### src/rtl/mod_alu_arb.sv
// Two-requester round-robin front end for one shared signed-digit ALU.
// It keeps a single operation in flight, bounds each run with a timeout and holds the result until the consumer takes it.
package mod_alu_arb_pkg;
    typedef logic [1:0] sd2_t;
endpackage

module mod_alu_arb
    import mod_alu_arb_pkg::*;
#(
    parameter int unsigned N       = 8,
    parameter int unsigned TIMEOUT = 4 * N + 8
) (
    input  logic             clk,
    input  logic             rst,
    input  logic             req0_valid,
    output logic             req0_ready,
    input  logic             req0_mode,
    input  sd2_t [N-1:0]     req0_m,
    input  sd2_t [N-1:0]     req0_x,
    input  sd2_t [N-1:0]     req0_y,
    input  logic             req1_valid,
    output logic             req1_ready,
    input  logic             req1_mode,
    input  sd2_t [N-1:0]     req1_m,
    input  sd2_t [N-1:0]     req1_x,
    input  sd2_t [N-1:0]     req1_y,
    output logic             resp_valid,
    input  logic             resp_ready,
    output logic             resp_id,
    output sd2_t [N-1:0]     resp_z,
    output logic             resp_err,
    output logic             alu_rst,
    output logic             alu_mode,
    output sd2_t [N-1:0]     alu_m,
    output sd2_t [N-1:0]     alu_x,
    output sd2_t [N-1:0]     alu_y,
    input  sd2_t [N-1:0]     alu_z,
    input  logic             alu_done
);

    localparam int unsigned CW = $clog2(TIMEOUT + 1);

    typedef enum logic [1:0] {IDLE, LOAD, RUN, RESP} state_t;

    state_t         state;
    logic           last_grant;
    logic           grant_c;
    logic [CW-1:0]  cnt;

    // Round-robin pick: on contention the requester not served last wins.
    always_comb begin
        grant_c    = 1'b0;
        req0_ready = 1'b0;
        req1_ready = 1'b0;
        if (req0_valid && req1_valid) begin
            grant_c = ~last_grant;
        end else begin
            grant_c = req1_valid;
        end
        if (state == IDLE) begin
            req0_ready = req0_valid && !grant_c;
            req1_ready = req1_valid && grant_c;
        end
    end

    always_ff @(posedge clk) begin
        if (rst) begin
            state      <= IDLE;
            last_grant <= 1'b1;
            cnt        <= '0;
            resp_valid <= 1'b0;
            resp_id    <= 1'b0;
            resp_z     <= '0;
            resp_err   <= 1'b0;
            alu_rst    <= 1'b1;
            alu_mode   <= 1'b0;
            alu_m      <= '0;
            alu_x      <= '0;
            alu_y      <= '0;
        end else begin
            case (state)
                IDLE: begin
                    if (req0_ready || req1_ready) begin
                        resp_id    <= grant_c;
                        last_grant <= grant_c;
                        alu_mode   <= grant_c ? req1_mode : req0_mode;
                        alu_m      <= grant_c ? req1_m : req0_m;
                        alu_x      <= grant_c ? req1_x : req0_x;
                        alu_y      <= grant_c ? req1_y : req0_y;
                        state      <= LOAD;
                    end
                end
                LOAD: begin
                    cnt     <= '0;
                    alu_rst <= 1'b0;
                    state   <= RUN;
                end
                RUN: begin
                    cnt <= cnt + CW'(1);
                    // A done pulse on the last allowed cycle still counts as success.
                    if (alu_done) begin
                        resp_z     <= alu_z;
                        resp_err   <= 1'b0;
                        resp_valid <= 1'b1;
                        alu_rst    <= 1'b1;
                        state      <= RESP;
                    end else if (cnt == CW'(TIMEOUT - 1)) begin
                        resp_z     <= '0;
                        resp_err   <= 1'b1;
                        resp_valid <= 1'b1;
                        alu_rst    <= 1'b1;
                        state      <= RESP;
                    end
                end
                RESP: begin
                    if (resp_ready) begin
                        resp_valid <= 1'b0;
                        state      <= IDLE;
                    end
                end
                default: state <= IDLE;
            endcase
        end
    end

endmodule

### config.mk
export PLATFORM = sky130hd
export DESIGN_NAME = mod_alu_arb
export DESIGN_NICKNAME = d
export VERILOG_FILES = /design/src/rtl/mod_alu_arb.sv
export SDC_FILE = /design/constraint.sdc
export NUM_CORES = 1
export LEC_CHECK = 0
export ABC_CLOCK_PERIOD_IN_PS = 1700
export CELL_PAD_IN_SITES_DETAIL_PLACEMENT = 1
export CELL_PAD_IN_SITES_GLOBAL_PLACEMENT = 1
export CORE_AREA = 3 3 121 123
export CTS_CLUSTER_DIAMETER = 60
export CTS_CLUSTER_SIZE = 14
export DETAILED_ROUTE_END_ITERATION = 7
export DIE_AREA = 0 0 124 126
export PLACE_DENSITY_LB_ADDON = 0.1
export SLEW_MARGIN = 15
export SYNTH_ARGS = -nofsm -noshare
export SYNTH_HDL_FRONTEND = slang
export SYNTH_SLANG_ARGS = --single-unit
### constraint.sdc
create_clock -name clk -period 1.7 [get_ports clk]
set_clock_uncertainty 0.2 [all_clocks]
set_input_delay 0.34 -clock clk [delete_from_list [all_inputs] [get_ports clk]]
set_output_delay 0.34 -clock clk [all_outputs]
set_load 0.005 [all_outputs]
==> results of run 1 <==
## critical path, delay by kind of cell (launching register included)
kind                     cells  cell delay (ps)
adder cells (fa/ha/maj)      1              160
buffers and inverters        3              270
flip-flops                   1              330
AND/OR/NAND/NOR              1              130
## state kept, by name (all words and copies together) (netlist names)
| name | flops |
|---|---|
| alu_mode | 1 |
| resp_id | 1 |
| resp_err | 1 |
| last_grant | 1 |
| alu_x | 16 |
| cnt | 6 |
| resp_z | 16 |
| state | 2 |
| alu_y | 16 |
| alu_rst | 1 |
| alu_m | 16 |
| resp_valid | 1 |
## metal layers
| layer | part of all wire, % | GRT usage [%] |
|---|---|---|
| met5 | 0 | 0 |
| met4 | 0.95 | 3.67 |
| met2 | 50 | 28.2 |
| met3 | 9.0 | 8.49 |
| met1 | 40 | 18.7 |
## cell families (layout without fill, tap and decap cells)
kind of cell / after synthesis / in the layout
AOI/OAI and AO/OA: 92 / 92
xor gates and xnor gates: 4 / 4
adders and majority gates: 4 / 4
buffers and inverters: 34 / 250
DFF: 78 / 78
muxes: 51 / 51
and+or+nand+nor: 100 / 100
## worst paths after layout
check / start / end / depth (start not counted)
setup / recovery: state[0] / req1_ready / 5
hold / removal: rst / cnt[0] / 2
setup reg to reg: state[0] / alu_x[13] / 9
hold reg to reg: resp_z[10] / resp_z[10] / 2
## per-stage QoR
| stage | setup WS, ps | area (µm²) | total power [mW] | hold slack [ps] | util [%] |
|---|---|---|---|---|---|
| finish | -71.0 | 6610 | 9.72 | 117 | 48.0 |
| global placement | -544 | 5620 | 5.92 | 257 | 40.8 |
| CTS | -76.2 | 6290 | 9.12 | 108 | 45.7 |
| global route | -149 | 6610 | 10.4 | 142 | 48.0 |
| detailed placement | -574 | 5620 | 6.01 | 270 | 40.8 |
| floorplan | 26.6 | 3390 | 4.14 | 259 | - |
## layout by cell type (no fill, tap or decap), types with 2 or more instances in the layout
cell type	count
nor2_1	34
dfxtp_1	70
nor2_4	10
dfxtp_2	8
nand3_1	2
clkbuf_16	14
nand4_1	2
a21oi_1	19
o21ai_0	10
a211oi_1	6
buf_2	2
buf_16	6
mux2i_1	47
buf_4	21
mux2i_2	3
nor2_2	16
o21ai_1	7
ha_4	2
inv_2	2
a211oi_2	43
buf_6	5
nand2_1	23
dlygate4sd2_1	71
nor3_1	2
nand2b_1	4
bufinv_16	4
clkdlybuf4s50_1	116
xor2_1	4
buf_12	5
## power by group through the flow
stage	clock (mW)	combinational, mW	sequential, mW
3_3_place_gp	0	3.33	2.59
3_5_place_dp	0	3.39	2.61
2_1_floorplan	0	1.50	2.63
6_report	2.41	4.68	2.63
5_1_grt	2.55	5.10	2.70
4_1_cts	2.48	4.06	2.58
## final cells by class
| cell class | instances | area share (%) |
|---|---|---|
| clock buffers | 10 | 3.62 |
| clock inverters | 6 | 2.01 |
| inverters | 3 | 0.170 |
| multi-input cells | 251 | 30.7 |
| flip-flops and latches | 78 | 23.8 |
| well taps | 180 | 3.41 |
| repair buffers | 231 | 36.3 |
## timing repair
action | 4_1_cts | 5_1_grt
setup buffers | 2 | 1
cloned | 5 | 6
endpoints found under the setup margin | 121 | 71
pin swaps | 5 | 45
gates resized for setup | 141 | 52
endpoints found under the hold margin | 0 | 0
==> summary.md, run 1 <==
The flow ran to the end, but the final reports show violations. The final reports fail on setup timing. In the final routed layout, each cell accounts on average for 17.7 µm.

The mean instance size in the synthesized netlist was 9.35 µm². Traced cell by cell, the critical path runs through inv_2 > ha_4 > buf_6 > and2_4 > buf_6. Sequential cells account for 27.1% of the total power. In the post-synthesis netlist, the cell with the most instances is dfxtp_1. The largest area contributor in the netlist is dfxtp_1. Power spread over the standard cell area amounts to 1470 mW/mm². The count of state elements after synthesis works out to 78. The total congestion overflow was 0.

The largest family of logic cells by synthesized area was compound AO/OA/AOI/OAI gates. Counting the buffers created by CTS gives 9. The internal power of the cells totals 6.46 mW.

The number of ports placed on the die boundary was 191; the mux share of post-synthesis cell area was 15.1%. The synthesized netlist devotes 1.47% of its cell area to adder and majority cells. The core region is 0.0138 mm².

After detailed routing, the number of vias per cell comes to 4.65. Summed over its instances, the top area cell type makes up 46.0% of the synthesized netlist area. For this run, the top clock speed supported by timing is 565 MHz. VDD sags by at most 1120 µV.

The Yosys step of the flow raised 0 warnings. The run gives 350 ps as the latest clock arrival within the worst-skew pair. By count the netlist is led by dfxtp_1 (78), nor2_1 (59), mux2i_1 (50).

In the final layout, flip-flops and latches occupy 0.00157 mm². The maximum count of clock buffers along a single path came out at 2. At the pin with the least slew margin, the transition time is 391 ps. Number of cell rows: 43. Max-cap violations in this run came to 0. The net count of the finished layout is 698.

In the final layout, the multi-input gates occupy 0.00203 mm². Counting the fill cells in the layout gives 1565. For this design the total switching power over the nets is 3.26 mW.

The run gives 0 as the number of antenna violations at the first check in global routing. The number of nets handed over by synthesis was 487. The pre-antenna-repair detailed-routing pass consisted of 4 iterations. CTS root buffer: clkbuf_16. The cell repeated most along the worst path was buf_6. Setup repair after global routing could not meet its margin everywhere. The logs give 3705 for the number of global-route vias before repair and 1230 ps for the data arrival time of the critical path. 0 antenna diodes ended up in the layout. The logs give 0 for the total DRC errors in the routed layout and 13400 µm for the post-detailed-routing wire length.

STA classifies the critical path endpoint as a primary output. Including well taps, the total number of placed cells is 729. During placement, the flow inserted port buffers numbering 190.

After clock tree synthesis, the clock-pin slew on the worst setup and hold paths is 60 ps. Final critical-path setup slack: -71.0 ps. Switching share of total power: 33.5%. Summed instance area of the synthesized netlist: 0.00339 mm². The number of sinks handled by clock tree synthesis is 78, and the area added between synthesis and finish is 94.8%.

Final-report setup violation count: 44. Data on the critical path is required at its endpoint by 1160 ps. The post-route fraction of the period consumed by the critical path is 104%, and the slack of the worst reg-to-reg path is -50 ps. For the overall fraction of global-route tracks in use, the log shows 16.7%. From left edge to right edge, the die measures 124 µm. At the end of routability-driven placement, the weighted congestion stood at 0.718. Once detailed placement completed, the half-perimeter wirelength came to 8790 µm. Synthesis produced a netlist whose cell count is 363. The number of enable flip-flop cells after synthesis came out at 0. For this design, the CTS-stage hold fixing added 0 buffers. The area of the die is 0.0156 mm². For the number of failing hold endpoints at the final stage, the log shows 0. Entering global routing, the biggest net connects 33 pins. Among all flip-flop cells after synthesis, the most frequent one is dfxtp_1. The worst setup path is launched from a register. The proportion of synthesized chip area in sequential cells was 46.0%. The run gives 3 as the H-tree depth.

The parity-gate share of the synthesized area counting xor and xnor cells is 1.03%, and the initial detailed-routing violation count is 99. The run gives 32 as the number of different library cells in the post-synthesis netlist. Once the floorplan was initialized, standard cells occupied 24.6% of the core. The tools report the final-layout setup total negative slack as -738 ps. The share of flip-flops with an asynchronous set or reset after synthesis was 0%.

Summing the areas of all compound-gate instances in the mapped netlist gives 18.5% of the synthesized area. The tools report the overall via count from detail_route as 3528. The worst-case headroom to the max-slew limit was 74.0%. TritonCTS built the clock tree. Among all stages on the critical path, the largest delay is contributed by dfxtp_2. The path category of the worst min-delay check is input port to register.

After the flow finishes, the layout carries non-filler instances totaling 759. The share of power burned in combinational logic came out at 48.1%. Along the worst path, the maximum fanout reaches 2. Kind of critical path: register to primary output.

The share of final-layout standard cells stronger than drive strength 1 works out to 26.6%. By area the synthesized netlist is led by dfxtp_1 (46%), mux2i_1 (15%), a211oi_1 (10%). The clock network burns 24.8% of the power. The clock period minus worst slack is 1770 ps. The total count of max-transition violations in the final report is 0, and the largest stage delay on the critical path is 330 ps. Summed over all cells, the static leakage comes to 2.71 nW. The tools report the wire length of the first global-routing pass as 19800 µm.

The basic-gate share of the synthesized area counting and, or, nand and nor cells was 12.2%; the remaining number of nets flagged by the antenna check after routing was 0. The die is 126 µm tall.
No activity file was read; power rests on OpenSTA's default activity.
==> run 2: changes to the inputs <==
--- a/config.mk
+++ b/config.mk
@@ -13,6 +13,7 @@
 export CTS_CLUSTER_SIZE = 14
 export DETAILED_ROUTE_END_ITERATION = 7
 export DIE_AREA = 0 0 124 126
+export GPL_ROUTABILITY_DRIVEN = 0
 export PLACE_DENSITY_LB_ADDON = 0.1
 export SLEW_MARGIN = 15
 export SYNTH_ARGS = -nofsm -noshare
==> results of run 2 <==
The final DEF is identical to that of run 1; final timing and power are the same.
==> run 3: changes to the inputs <==
--- a/config.mk
+++ b/config.mk
@@ -15,7 +15,8 @@
 export DIE_AREA = 0 0 124 126
 export GPL_ROUTABILITY_DRIVEN = 0
 export PLACE_DENSITY_LB_ADDON = 0.1
-export SLEW_MARGIN = 15
+export SKIP_LAST_GASP = 1
+export SLEW_MARGIN = 20
 export SYNTH_ARGS = -nofsm -noshare
 export SYNTH_HDL_FRONTEND = slang
 export SYNTH_SLANG_ARGS = --single-unit
==> summary.md, run 3 (same netlist as run 1, synthesis figures left out) <==
The average wire per standard cell works out to 17.8 µm (+0.90%). Leaving out fill and tap cells, the most frequent cell in the layout is clkdlybuf4s50_1. The number of ports placed on the die boundary is 191 (unchanged), and the critical path buffer and inverter count is 3 (unchanged). The final-report setup violation count is 51 (+16%). The data arrival time of the critical path is 1230 ps (about the same). Number of global-route vias before repair: 3693 (-0.32%).

Largest stage delay on the critical path: 330 ps (about the same). TritonCTS built the clock tree. The logs give 0 (unchanged) for the total DRC errors in the routed layout and 4 (unchanged) for the detailed-router iteration count before antenna repair. The area added between synthesis and finish is 96.5%, and the number of I/O port buffers is 190 (unchanged). The startpoint of the worst-slack reg-to-reg timing path is state[0]. The run finished, with violations left. The actual slew at the worst max-slew pin is 402 ps (+11.2 ps), and the hold buffer count at cts is 0 (unchanged). The run gives 78 (unchanged) as the number of sinks handled by clock tree synthesis. The run gives 0.00667 mm² (+0.87%) as the total non-filler cell area in the finished layout. The run gives 33 (unchanged) as the maximum number of pins on one net before global-route repair.

The slack of the worst reg-to-reg path is -40 ps (about the same), and the length of routed wiring on met1 is 5490 µm (+2.6%). The final critical-path setup slack is -68.8 ps (+2.21 ps), and the total congestion overflow is 0 (unchanged). The cell repeated most along the worst path is buf_6.

Final layout net count: 700 (+0.29%). The top routing layer in use was met4. The width of the die was 124 µm (unchanged). The startpoint identified for the worst hold timing path is rst. Among all stages on the critical path, the largest delay is contributed by dfxtp_2. The run gives 3541 (+0.37%) as the overall via count from detail_route.

Final HPWL from detailed placement: 8790 µm (unchanged). Family of cells with the greatest summed delay on the critical path: flip-flops. The latest clock arrival within the worst-skew pair came out at 350 ps (about the same). The count of fill cells added during filler insertion came out at 1557 (-0.51%). The power density over cell area is 1470 mW/mm² (about the same), and the clock slew seen by the registers of the worst setup and hold paths is 60 ps (about the same). The required time at the worst-slack endpoint was 1160 ps (about the same); the remaining number of nets flagged by the antenna check after routing was 0 (unchanged).

The run gives 24.6% (unchanged) as the initial core utilization. For the number of failing hold endpoints at the final stage, the log shows 0 (unchanged). The wire length of the first global-routing pass is 19800 µm (-0.17%). Leaving out fill and tap cells, the most frequent cells in the layout are clkdlybuf4s50_1 (116), dlygate4sd2_1 (71), dfxtp_1 (69).

The highest net fanout along the worst path was 2 (unchanged). The die boundary height is 126 µm (unchanged), and the maximum clock frequency is 565 MHz (+0.12%). The worst-case headroom to the max-slew limit came out at 73.1% (-0.84 points).

The CTS root buffer was clkbuf_16. The total count of max-transition violations in the final report was 0 (unchanged). By startpoint and endpoint, the worst setup path is classified as register to primary output. The amount of wire on met3 after detailed routing is 1190 µm (-1.6%), and the number of antenna violations at the first check in global routing is 0 (unchanged). The total power draw was 9.80 mW (+0.88%). The share of final-layout standard cells stronger than drive strength 1 works out to 28.6% (+2.0 points). The logs give 1110 µV (-0.40%) for the largest voltage drop on the vdd net and 0.0156 mm² (unchanged) for the area of the die.

The path category of the worst min-delay check is input port to register. Post-detailed-route via-to-cell ratio: 4.65 (+0.10%). The logs give 6760 µm (+0.52%) for the detailed route wirelength on metal2 and 16.6% (-0.028 points) for the overall fraction of global-route tracks in use.

The logs give 9 (unchanged) for the number of clock buffers inserted by TritonCTS and 2.72 nW (+0.43%) for the static power due to leakage. The signal on the critical path passes through inv_2 > ha_4 > buf_6 > and2_4 > buf_6. The clock period minus worst slack was 1770 ps (-2.21 ps).

The type of destination of the critical path is a primary output. The final reports fail on setup timing. The number of cell rows is 43 (unchanged), and the H-tree depth is 3 (unchanged).

Post-place instance area: 0.00562 mm² (unchanged). The post-detailed-routing wire length was 13600 µm (+1.2%); the number of maximum-capacitance violations was 0 (unchanged). The post-route fraction of the period consumed by the critical path was 104% (-0.13 points); the initial detailed-routing violation count was 133 (+34%). The source of the critical timing path was state[0]. The post-route core utilization was 48.4% (+0.42 points); the number of diodes was 0 (unchanged). Setup repair after global routing could not meet its margin everywhere. The tools report the maximum count of clock buffers along a single path as 2 (unchanged).

STA classifies the critical path startpoint as a register. Total core area: 0.0138 mm² (unchanged).
run 3: cell count changes in the layout (fill, tap and decap cells not counted), sizes merged:
cell / change
buf: +2
run 3: what timing repair did:
| item | 4_1_cts | 5_1_grt |
|---|---|---|
| pin swaps | 2 | 52 |
| setup buffers | 2 | 3 |
| gates cloned | 5 | 6 |
| hold endpoints to repair | 0 | 0 |
| gates resized for setup | 135 | 69 |
| setup endpoints to repair | 121 | 71 |
run 3: worst reg2reg max path: stages (launching register included):
cell and delay, ps:
dfxtp_2 320, inv_2 70, ha_4 140, buf_6 90, buf_6 90, nor2b_4 200, buf_12 180, clkbuf_16 180
nor2_1 50, a211oi_2 140
run 3: layer usage:
metal,vias up,GRT usage [%]
met3,11,8.49
met1,1705,18.7
li1,1717,-
met5,-,0
met2,108,28.0
met4,0,3.67
run 3: worst paths after layout:
path,to,cells past startpoint
hold reg to reg,resp_z[10],2
setup / recovery,req1_ready,5
setup reg to reg,alu_m[15],9
hold / removal,cnt[0],2
run 3: layout make-up:
type	count	area, µm²	share of cell area (%)
well taps	180	225	3.38
clock buffers	10	239	3.58
flip-flops and latches	78	1570	23.6
inverters	3	11.3	0.169
clock inverters	6	133	1.99
multi-input cells	251	2070	31.0
repair buffers	233	2420	36.3
run 3: stage by stage:
| step | worst slack (ps) | TNS, ps | hold slack [ps] | cells |
|---|---|---|---|---|
| after CTS | -98.9 | -3650 | 108 | 752 |
| after floorplan | 26.6 | 0 | 259 | 363 |
| after global placement | -544 | -23700 | 257 | 729 |
| final | -68.8 | -977 | 115 | 761 |
| after global routing | -152 | -6060 | 141 | 761 |
| after detailed placement | -574 | -25910 | 270 | 729 |
run 3: where the power goes:
group	internal [mW]	switching, mW	total [mW]
Clock	1.62	0.786	2.41
Combinational	2.55	2.22	4.77
Sequential	2.34	0.292	2.63
Total	6.51	3.30	9.80
